<file path="src/rtl/otter_muldiv_pkg.sv">
// otter_muldiv_pkg: shared types and helpers for the
// iterative RV32M multiply/divide unit.
package otter_muldiv_pkg;

    localparam int XLEN = 32;
    localparam int CW   = $clog2(XLEN) + 1;

    typedef enum logic [2:0] {
        OP_MUL    = 3'b000,
        OP_MULH   = 3'b001,
        OP_MULHSU = 3'b010,
        OP_MULHU  = 3'b011,
        OP_DIV    = 3'b100,
        OP_DIVU   = 3'b101,
        OP_REM    = 3'b110,
        OP_REMU   = 3'b111
    } muldiv_op_t;

    typedef enum logic [1:0] {
        IDLE   = 2'd0,
        CALC   = 2'd1,
        FINISH = 2'd2
    } state_t;

    localparam logic [XLEN-1:0] DIV_BY_ZERO_Q = {XLEN{1'b1}};
    localparam logic [XLEN-1:0] OVF_DIVIDEND  =
        {1'b1, {(XLEN-1){1'b0}}};

    function automatic logic is_div(muldiv_op_t op);
        return op inside {OP_DIV, OP_DIVU, OP_REM, OP_REMU};
    endfunction

    function automatic logic a_signed(muldiv_op_t op);
        return op inside {OP_MULH, OP_MULHSU, OP_DIV, OP_REM};
    endfunction

    function automatic logic b_signed(muldiv_op_t op);
        return op inside {OP_MULH, OP_DIV, OP_REM};
    endfunction

endpackage

</file>
<file path="src/rtl/otter_muldiv_if.sv">
// otter_muldiv_if: request/response bundle between the
// execute stage and the multiply/divide unit.
interface otter_muldiv_if;
    import otter_muldiv_pkg::*;

    logic            START;
    logic [2:0]      FUNCT3;
    logic [XLEN-1:0] SRC_A;
    logic [XLEN-1:0] SRC_B;
    logic            BUSY;
    logic            DONE;
    logic [XLEN-1:0] RESULT;

    modport master (
        output START, FUNCT3, SRC_A, SRC_B,
        input  BUSY, DONE, RESULT
    );

    modport slave (
        input  START, FUNCT3, SRC_A, SRC_B,
        output BUSY, DONE, RESULT
    );

endinterface

</file>
<file path="src/rtl/otter_muldiv.sv">
// otter_muldiv: iterative shift-add multiplier and restoring
// divider sharing one accumulator, counter and FSM.
module otter_muldiv
    import otter_muldiv_pkg::*;
(
    input  logic          CLK,
    input  logic          RST,
    otter_muldiv_if.slave bus
);

    state_t            r_state;
    muldiv_op_t        r_op;
    logic [CW-1:0]     r_cnt;
    logic              r_sa;
    logic              r_sb;
    logic [XLEN-1:0]   r_mb;
    logic [2*XLEN-1:0] r_acc;
    logic [XLEN-1:0]   r_result;
    logic              r_done;

    muldiv_op_t        w_op;
    logic              w_sa;
    logic              w_sb;
    logic [XLEN-1:0]   w_ma;
    logic [XLEN-1:0]   w_mb;
    logic              w_dz;
    logic              w_ovf;
    logic [XLEN:0]     w_msum;
    logic [2*XLEN-1:0] w_mul_next;
    logic [XLEN:0]     w_trial;
    logic              w_ge;
    logic [XLEN-1:0]   w_rem_new;
    logic [2*XLEN-1:0] w_div_next;
    logic              w_neg;
    logic [2*XLEN-1:0] w_prod;
    logic [XLEN-1:0]   w_quo;
    logic [XLEN-1:0]   w_rem;
    logic [XLEN-1:0]   w_fin;

    // Operand decode: signs, magnitudes and the divide short-cuts.
    assign w_op  = muldiv_op_t'(bus.FUNCT3);
    assign w_sa  = a_signed(w_op) & bus.SRC_A[XLEN-1];
    assign w_sb  = b_signed(w_op) & bus.SRC_B[XLEN-1];
    assign w_ma  = w_sa ? -bus.SRC_A : bus.SRC_A;
    assign w_mb  = w_sb ? -bus.SRC_B : bus.SRC_B;
    assign w_dz  = is_div(w_op) && (bus.SRC_B == '0);
    assign w_ovf = (w_op == OP_DIV || w_op == OP_REM)
                && (bus.SRC_A == OVF_DIVIDEND)
                && (bus.SRC_B == {XLEN{1'b1}});

    // Multiply step: add multiplicand to the high half, shift right.
    assign w_msum = {1'b0, r_acc[2*XLEN-1:XLEN]}
                  + (r_acc[0] ? {1'b0, r_mb} : '0);
    assign w_mul_next = {w_msum, r_acc[XLEN-1:1]};

    // Divide step: high half is the partial remainder, low half
    // shifts the dividend out and the quotient bits in.
    assign w_trial    = r_acc[2*XLEN-1:XLEN-1];
    assign w_ge       = w_trial >= {1'b0, r_mb};
    assign w_rem_new  = w_ge ? XLEN'(w_trial - {1'b0, r_mb})
                             : w_trial[XLEN-1:0];
    assign w_div_next = {w_rem_new, r_acc[XLEN-2:0], w_ge};

    // Sign correction on the magnitude results.
    assign w_neg  = r_sa ^ r_sb;
    assign w_prod = w_neg ? -r_acc : r_acc;
    assign w_quo  = w_neg ? -r_acc[XLEN-1:0] : r_acc[XLEN-1:0];
    assign w_rem  = r_sa ? -r_acc[2*XLEN-1:XLEN]
                         : r_acc[2*XLEN-1:XLEN];

    // Select the architectural result for the latched opcode.
    always_comb begin
        w_fin = w_rem;
        case (r_op)
            OP_MUL:                      w_fin = w_prod[XLEN-1:0];
            OP_MULH, OP_MULHSU, OP_MULHU: w_fin = w_prod[2*XLEN-1:XLEN];
            OP_DIV, OP_DIVU:             w_fin = w_quo;
            default:                     w_fin = w_rem;
        endcase
    end

    // Control FSM and datapath registers.
    always_ff @(posedge CLK) begin
        if (RST) begin
            r_state  <= IDLE;
            r_op     <= OP_MUL;
            r_cnt    <= '0;
            r_sa     <= 1'b0;
            r_sb     <= 1'b0;
            r_mb     <= '0;
            r_acc    <= '0;
            r_result <= '0;
            r_done   <= 1'b0;
        end else begin
            r_done <= 1'b0;
            case (r_state)
                IDLE: begin
                    if (bus.START) begin
                        r_op  <= w_op;
                        r_cnt <= '0;
                        r_mb  <= w_mb;
                        if (w_dz) begin
                            r_sa    <= 1'b0;
                            r_sb    <= 1'b0;
                            r_acc   <= {bus.SRC_A, DIV_BY_ZERO_Q};
                            r_state <= FINISH;
                        end else if (w_ovf) begin
                            r_sa    <= 1'b0;
                            r_sb    <= 1'b0;
                            r_acc   <= {{XLEN{1'b0}}, OVF_DIVIDEND};
                            r_state <= FINISH;
                        end else begin
                            r_sa    <= w_sa;
                            r_sb    <= w_sb;
                            r_acc   <= {{XLEN{1'b0}}, w_ma};
                            r_state <= CALC;
                        end
                    end
                end
                CALC: begin
                    r_acc <= is_div(r_op) ? w_div_next : w_mul_next;
                    r_cnt <= r_cnt + CW'(1);
                    if (r_cnt == CW'(XLEN - 1)) begin
                        r_state <= FINISH;
                    end
                end
                FINISH: begin
                    r_result <= w_fin;
                    r_done   <= 1'b1;
                    r_state  <= IDLE;
                end
                default: r_state <= IDLE;
            endcase
        end
    end

    assign bus.BUSY   = (r_state != IDLE);
    assign bus.DONE   = r_done;
    assign bus.RESULT = r_result;

endmodule

</file>
<file path="src/flat_wrapper.sv">
// flat-port wrapper written by rule: the top's interface ports become plain ports
module otter_muldiv_flat import otter_muldiv_pkg::*;
  (CLK, RST, bus_START, bus_FUNCT3, bus_SRC_A, bus_SRC_B, bus_BUSY, bus_DONE, bus_RESULT);
  otter_muldiv_if bus_i ();
  input  logic CLK;
  input  logic RST;
  input wire logic [$bits(bus_i.START)-1:0] bus_START;
  input wire logic [$bits(bus_i.FUNCT3)-1:0] bus_FUNCT3;
  input wire logic [$bits(bus_i.SRC_A)-1:0] bus_SRC_A;
  input wire logic [$bits(bus_i.SRC_B)-1:0] bus_SRC_B;
  output wire logic [$bits(bus_i.BUSY)-1:0] bus_BUSY;
  output wire logic [$bits(bus_i.DONE)-1:0] bus_DONE;
  output wire logic [$bits(bus_i.RESULT)-1:0] bus_RESULT;
  assign bus_i.START = bus_START;
  assign bus_i.FUNCT3 = bus_FUNCT3;
  assign bus_i.SRC_A = bus_SRC_A;
  assign bus_i.SRC_B = bus_SRC_B;
  assign bus_BUSY = bus_i.BUSY;
  assign bus_DONE = bus_i.DONE;
  assign bus_RESULT = bus_i.RESULT;
  otter_muldiv u_core (.CLK(CLK), .RST(RST), .bus(bus_i));
endmodule
</file>
<file path="config.mk">
export PLATFORM = sky130hd
export DESIGN_NAME = otter_muldiv_flat
export DESIGN_NICKNAME = d
export VERILOG_FILES = /design/src/rtl/otter_muldiv_pkg.sv /design/src/rtl/otter_muldiv_if.sv /design/src/rtl/otter_muldiv.sv /design/src/flat_wrapper.sv
export SDC_FILE = /design/constraint.sdc
export NUM_CORES = 1
export LEC_CHECK = 0
export BUFFER_PORTS_ARGS = -buffer_cell sky130_fd_sc_hd__buf_2
export CORE_MARGIN = 3
export CORE_UTILIZATION = 60
export CTS_BUF_LIST = sky130_fd_sc_hd__clkbuf_16
export DETAILED_ROUTE_END_ITERATION = 16
export PLACE_DENSITY = 0.86
export REMOVE_ABC_BUFFERS = 1
export SYNTH_ARGS = -nofsm -noshare
export SYNTH_HDL_FRONTEND = slang
export SYNTH_SLANG_ARGS = --single-unit
export TNS_END_PERCENT = 1
</file>
<file path="constraint.sdc">
create_clock -name CLK -period 5.6 [get_ports CLK]
set_input_delay 1.12 -clock CLK [delete_from_list [all_inputs] [get_ports CLK]]
set_output_delay 1.12 -clock CLK [all_outputs]
set_load 0.05 [all_outputs]
</file>
; Word level (Yosys, flattened, before mapping)
; Cells that the tools add are included.
[word_totals]
mem_bits_rw = 0
output_inout_bits = 34
in_bits = 70
wordCells = 84
memories = 0
romBits = 0
reg_bits = 142
latchBits = 0
[op_classes]
n_lt_le_gt_ge = 1
shift = 0
div_mod_pow = 0
bitwise = 3
mux = 25
n_reduce_logical = 18
n_mul = 0
add_sub_neg = 8
n_eq_ne = 20
[op_table]
columns = op, count
row1 = $mux W64, 4
row2 = $mux W32, 7
row3 = $neg A32 Y32, 4
row4 = $pmux W64 S2, 1
row5 = $pmux W32 S3, 1
row6 = $eq A32 B32 Y1 const B, 2
row7 = $neg A64 Y64, 1
row8 = $add A32 B32 Y33, 1
row9 = $ge A33 B32 Y1, 1
row10 = $logic_not A32 Y1, 1
row11 = $sub A32 B32 Y32, 1
row12 = $eq A3 B3 Y1 const B, 8
row13 = $pmux W6 S2, 1
row14 = $reduce_bool A4 Y1, 3
row15 = $eq A3 B2 Y1 const B, 3
row16 = $mux W2, 4
row17 = $add A6 B1 Y6 const B, 1
row18 = $eq A3 B1 Y1 const B, 2
row19 = $eq A6 B5 Y1 const B, 1
row20 = $mux W6, 1
row21 = $reduce_and A2 Y1, 3
row22 = $mux W1, 5
row23 = $pmux W2 S2, 1
row24 = $reduce_bool A2 Y1, 2
row25 = other kinds (13), 16

; Depth between registers and ports, before layout
[depth]
word_depth = 8
mapped_depth = 14
mapped_depth_nobuf = 13

; Least setup slack after synthesis
; OpenSTA, ideal clock, no wires.
[synth_path]
path_kind = input to register
startpoint = input port bus_SRC_B[0]
endpoint = register u_core.r_acc[55]
stages = 10
path_slack_ns = 2.111
arrival_time_ns = 3.430
setup_ns = 0.059
n_path_buf = 0
cell_sequence = inv_1 > ha_1 > or3b_2 > and2b_1 > and3_1 > nand2_1 > nor4_2 > a221oi_1 > a2111oi_0 > o31a_1
[synth_via]
elab_chain_len = 5
[synth_rtl]
columns = element, line_no
row1 = "start, declared", flat_wrapper.sv:10  ; input wire logic [$bits(bus_i.SRC_B)-1:0] bus_SRC_B;
row2 = $logic_not A32 Y1, otter_muldiv.sv:46  ; assign w_dz = is_div(w_op) && (bus.SRC_B == '0);
row3 = $logic_and A1 B1 Y1, otter_muldiv.sv:46
row4 = $mux W64, otter_muldiv.sv:102  ; if (w_dz) begin
row5 = $mux W64, otter_muldiv.sv:98  ; if (bus.START) begin
row6 = $pmux W64 S2, otter_muldiv.sv:96  ; case (r_state)
row7 = "end signal, assigned", otter_muldiv.sv:105  ; r_acc <= {bus.SRC_A, DIV_BY_ZERO_Q};
row8 = "end signal, assigned", otter_muldiv.sv:110  ; r_acc <= {{XLEN{1'b0}}, OVF_DIVIDEND};
row9 = "end signal, assigned", otter_muldiv.sv:115  ; r_acc <= {{XLEN{1'b0}}, w_ma};
row10 = "end, declared", otter_muldiv.sv:17  ; logic [2*XLEN-1:0] r_acc;
; No other way between the ends. The select of a mux whose other input is x is not followed.
; A chain may end at the register's enable or synchronous reset.

; Worst setup path after layout
[layout_path]
startpoint = register u_core.r_acc[0]
endpoint = register u_core.r_acc[55]
[layout_via]
elab_chain_len = 4
[layout_rtl]
columns = element, line_no
row1 = $mux W32, otter_muldiv.sv:53  ; + (r_acc[0] ? {1'b0, r_mb} : '0);
row2 = $add A32 B32 Y33, otter_muldiv.sv:53
row3 = $mux W64, otter_muldiv.sv:121  ; r_acc <= is_div(r_op) ? w_div_next : w_mul_next;
row4 = $pmux W64 S2, otter_muldiv.sv:96
; No other way between the ends.

==> flow_summary_export.csv <==
group,metric,value,unit
outcome,status,"complete, no violations",
floorplan,die-width,160,um
placed_design,hpwlAfterDp,39200,um
logic_synthesis,synth_xor_area_share,11.3,%
placed_design,post-place-ws,1.34,ns
logic_synthesis,synth-seq-cells,142,
timing,slew_headroom,19.3,%
floorplan,core,23000,um2
detailed_routing,wl_per_cell,21.9,um
timing,rsz0062_at_grt,"false",
clock_tree,post-cts-setup-buffers,0,
clock_tree,cts_sinks,142,
critical_path,slowest_stage,"a2111oi_4",
job,drv_cap,0,
critical_path,critPathMaxFanout,32,
logic_synthesis,async_reset_ff_share,0,%
logic_synthesis,syn_avg_cell_area,7.10,um2
min_path,hold_class,"reg -> reg",
detailed_routing,drc,0,
floorplan,initial_core_util,61.8,%
timing,worst_slew_pin_slew,1.21,ns
placed_design,place_congestion,1.02,
logic_synthesis,synth_compound_area_share,29.0,%
clock_tree,clkTransAtPathRegs,0.07,ns
logic_synthesis,muxShareOfSynthArea,2.87,%
timing,final_max_slew_viol_count,0,
logic_synthesis,synth_edf_count,0,
power,ir_drop,187,uV
timing,hold_viol,0,
logic_synthesis,ys.flop_type,"dfxtp_1",
timing,setup_viol,0,
power,power.total,4.21,mW
floorplan,rows,55,
timing,fin_setup_tns,0,ns
detailed_routing,viasPerCell,6.75,
logic_synthesis,ys_types,86,
timing,fin_worst_skew,0.0189,ns
clock_tree,cts-root-buf,"clkbuf_16",
critical_path,worstSetupStartpointType,"register",
grt,grt_antenna_before_repair,0,
finish,area_growth,8.25,%
detailed_routing,dr.pass1.iters,6,
detailed_routing,postRouteAntennaNets,0,
grt,grt_pass1_vias,14600,
logic_synthesis,yosysWarnings,0,
logic_synthesis,syn_inst,2002,
finish,drive_above_1_share,10.6,%
detailed_routing,drtIter0Drc,1696,
logic_synthesis,synth_top_family_by_area,"compound AO/OA/AOI/OAI gates",
critical_path,crit_type,"reg -> reg",
logic_synthesis,synthAdderAreaFrac,6.44,%
floorplan,die_height,160,um
finish,nFillCells,2110,
logic_synthesis,yosysTopAreaCell,"dfxtp_1",
floorplan,pin_count,104,
finish,fin_util,66.9,%
clock_tree,cts_buffers,17,
finish,nNetsFinal,2149,
timing,post-route-min-period,4.06,ns
clock_tree,cts_max_path_buffers,2,
critical_path,critPathArrivalTime,4.44,ns
grt,overflow,0,
timing,fmax,246,MHz
timing,finalCritPeriodShare,72.5,%
clock_tree,cts_tree,"done",
logic_synthesis,syn_area,14200,um2
critical_path,crit_path_end_kind,"register",
clock_tree,cts_resized,0,
clock_tree,cts_hold_buf,0,
critical_path,cp_common_cell,"o21ai_0",
timing,layout_setup_ws,1.54,ns
critical_path,slowest_delay,0.52,ns
power,p_per_area,274,nW/um2
critical_path,cp_cell_sequence,"inv_1 -> buf_4 -> nor2_1 -> ha_1 -> and2_1 -> o21ai_0 -> a2111oi_4 -> o21ai_0 -> o31ai_1 -> a211oi_1 -> a31o_2 -> a2111oi_0 -> o31a_1",
detailed_routing,num_vias,15800,
grt,grt_pass1_wl,78500,um
critical_path,crit_required,5.97,ns
power,power.leakage,6.01,nW
floorplan,die_area,25600,um2
timing,hold-worst-slack,0.451,ns
grt,track_usage,38.0,%
placed_design,io_buffer_count,103,
logic_synthesis,yosysTopAreaCellShare,20.0,%
logic_synthesis,synth-simple-area-share,24.2,%
detailed_routing,wl,51000,um
clock_tree,cts-htree-levels,4,
grt,grt_max_degree,68,
logic_synthesis,ys_seq_area_share,20.0,%
clock_tree,clock_latency,0.44,ns
logic_synthesis,synth.area.top_cells,"dfxtp_1, nor2_1, a21oi_1",
## power breakdown
| group | switching (mW) | total (mW) | internal [mW] |
|---|---|---|---|
| sequential | 0.145 | 1.24 | 1.09 |
| combinational | 1.10 | 1.70 | 0.603 |
| clock | 0.521 | 1.27 | 0.754 |
| total | 1.76 | 4.21 | 2.45 |
## final timing paths
check                  startpoint                to  slack [ns]  cells past startpoint
setup / recovery  u_core.r_acc[0]  u_core.r_acc[55]        1.54                     13
hold / removal    u_core.r_mb[31]   u_core.r_mb[31]        0.45                      2
setup reg to reg  u_core.r_acc[0]  u_core.r_acc[55]        1.54                     13
hold reg to reg   u_core.r_mb[31]   u_core.r_mb[31]        0.45                      2
## cells in the mapped netlist (7+ instances only)
cell type  instances
a211oi_1          80
o41ai_1            9
or4_1              9
buf_1              9
nand4_1           29
dfxtp_1          142
nor2_1           257
xnor2_1          101
or3_1             19
nand2b_1          23
a21oi_1          192
nand2_1          160
a22oi_1           14
xor2_1            82
o21a_1            12
and3_1            12
nor3_1            82
a221oi_1          27
o221ai_1          13
buf_2             12
a31oi_1           30
ha_1              70
nor2b_1            7
o21ai_0          128
o211ai_1          17
o22ai_1           12
mux2i_1           34
o21bai_1           7
and2_1             9
clkbuf_1         110
nor4_1            20
or2_2             14
a21o_1            19
o31ai_1           27
inv_1             67
nand3_1           38
## metal layers
metal | global-route usage [%] | vias up | part of all wire (%)
met2 | 63.3 | 979 | 46
met5 | 0 | - | 0
met3 | 6.46 | 201 | 11
met1 | 47.7 | 7231 | 39
li1 | - | 7352 | -
met4 | 18.0 | 0 | 4.7
## per-stage QoR
stage	cell area (um2)	std cells
6_report	15400	2334
5_1_grt	15400	2332
3_3_place_gp	14800	2301
2_1_floorplan	13600	1859
3_5_place_dp	14800	2301
4_1_cts	15400	2332
## cells in the final DEF, fill, tap and decap left out, drive strengths merged, types with 14 or more instances in the layout
| master | n |
|---|---|
| nand2b | 23 |
| ha | 70 |
| mux2i | 34 |
| a221oi | 27 |
| nor4 | 26 |
| nand3 | 39 |
| xor2 | 82 |
| nor2 | 258 |
| a211oi | 80 |
| a21o | 19 |
| or3 | 19 |
| a31oi | 30 |
| o21ai | 132 |
| a22oi | 14 |
| buf | 129 |
| clkbuf | 17 |
| dfxtp | 142 |
| or2 | 17 |
| nor3 | 84 |
| xnor2 | 101 |
| nand4 | 30 |
| inv | 73 |
| a21oi | 192 |
| o211ai | 17 |
| o31ai | 28 |
| nand2 | 160 |
## final cells by class
cell class / count / area (um2) / area share, %
clock inverter: 14 / 205 / 1.33
antenna: 2 / 5.00 / 0.0325
tap: 313 / 392 / 2.55
timing repair buffer: 129 / 713 / 4.63
inverter: 67 / 251 / 1.63
sequential: 142 / 2840 / 18.5
clock buffer: 17 / 425 / 2.76
multi-input combinational: 1650 / 10600 / 68.6
## flip-flops by register name, indices dropped and copies added (netlist names)
| signal | cells |
|---|---|
| u_core.r_acc | 64 |
| u_core.bus.RESULT | 32 |
| u_core.r_mb | 32 |
| u_core.r_cnt | 6 |
| u_core.r_op | 3 |
| u_core.r_state | 2 |
| u_core.bus.DONE | 1 |
| u_core.r_sa | 1 |
| u_core.r_sb | 1 |
## critical path: cells and delay by family, from the launching register on
| family | cells | cell delay, ns |
|---|---|---|
| AOI/OAI and AO/OA | 8 | 2.43 |
| and+or+nand+nor | 2 | 0.28 |
| DFF | 1 | 0.38 |
| buffers and inverters | 2 | 0.46 |
| adders and majority gates | 1 | 0.41 |
## logic make-up after synthesis
| group | count (synthesis) |
|---|---|
| compound gates | 642 |
| xor+xnor | 183 |
| fa+ha+maj | 72 |
| buf+inv | 210 |
| flops | 142 |
| mux | 40 |
| simple gates | 713 |
No activity file was read; power rests on OpenSTA's default activity.
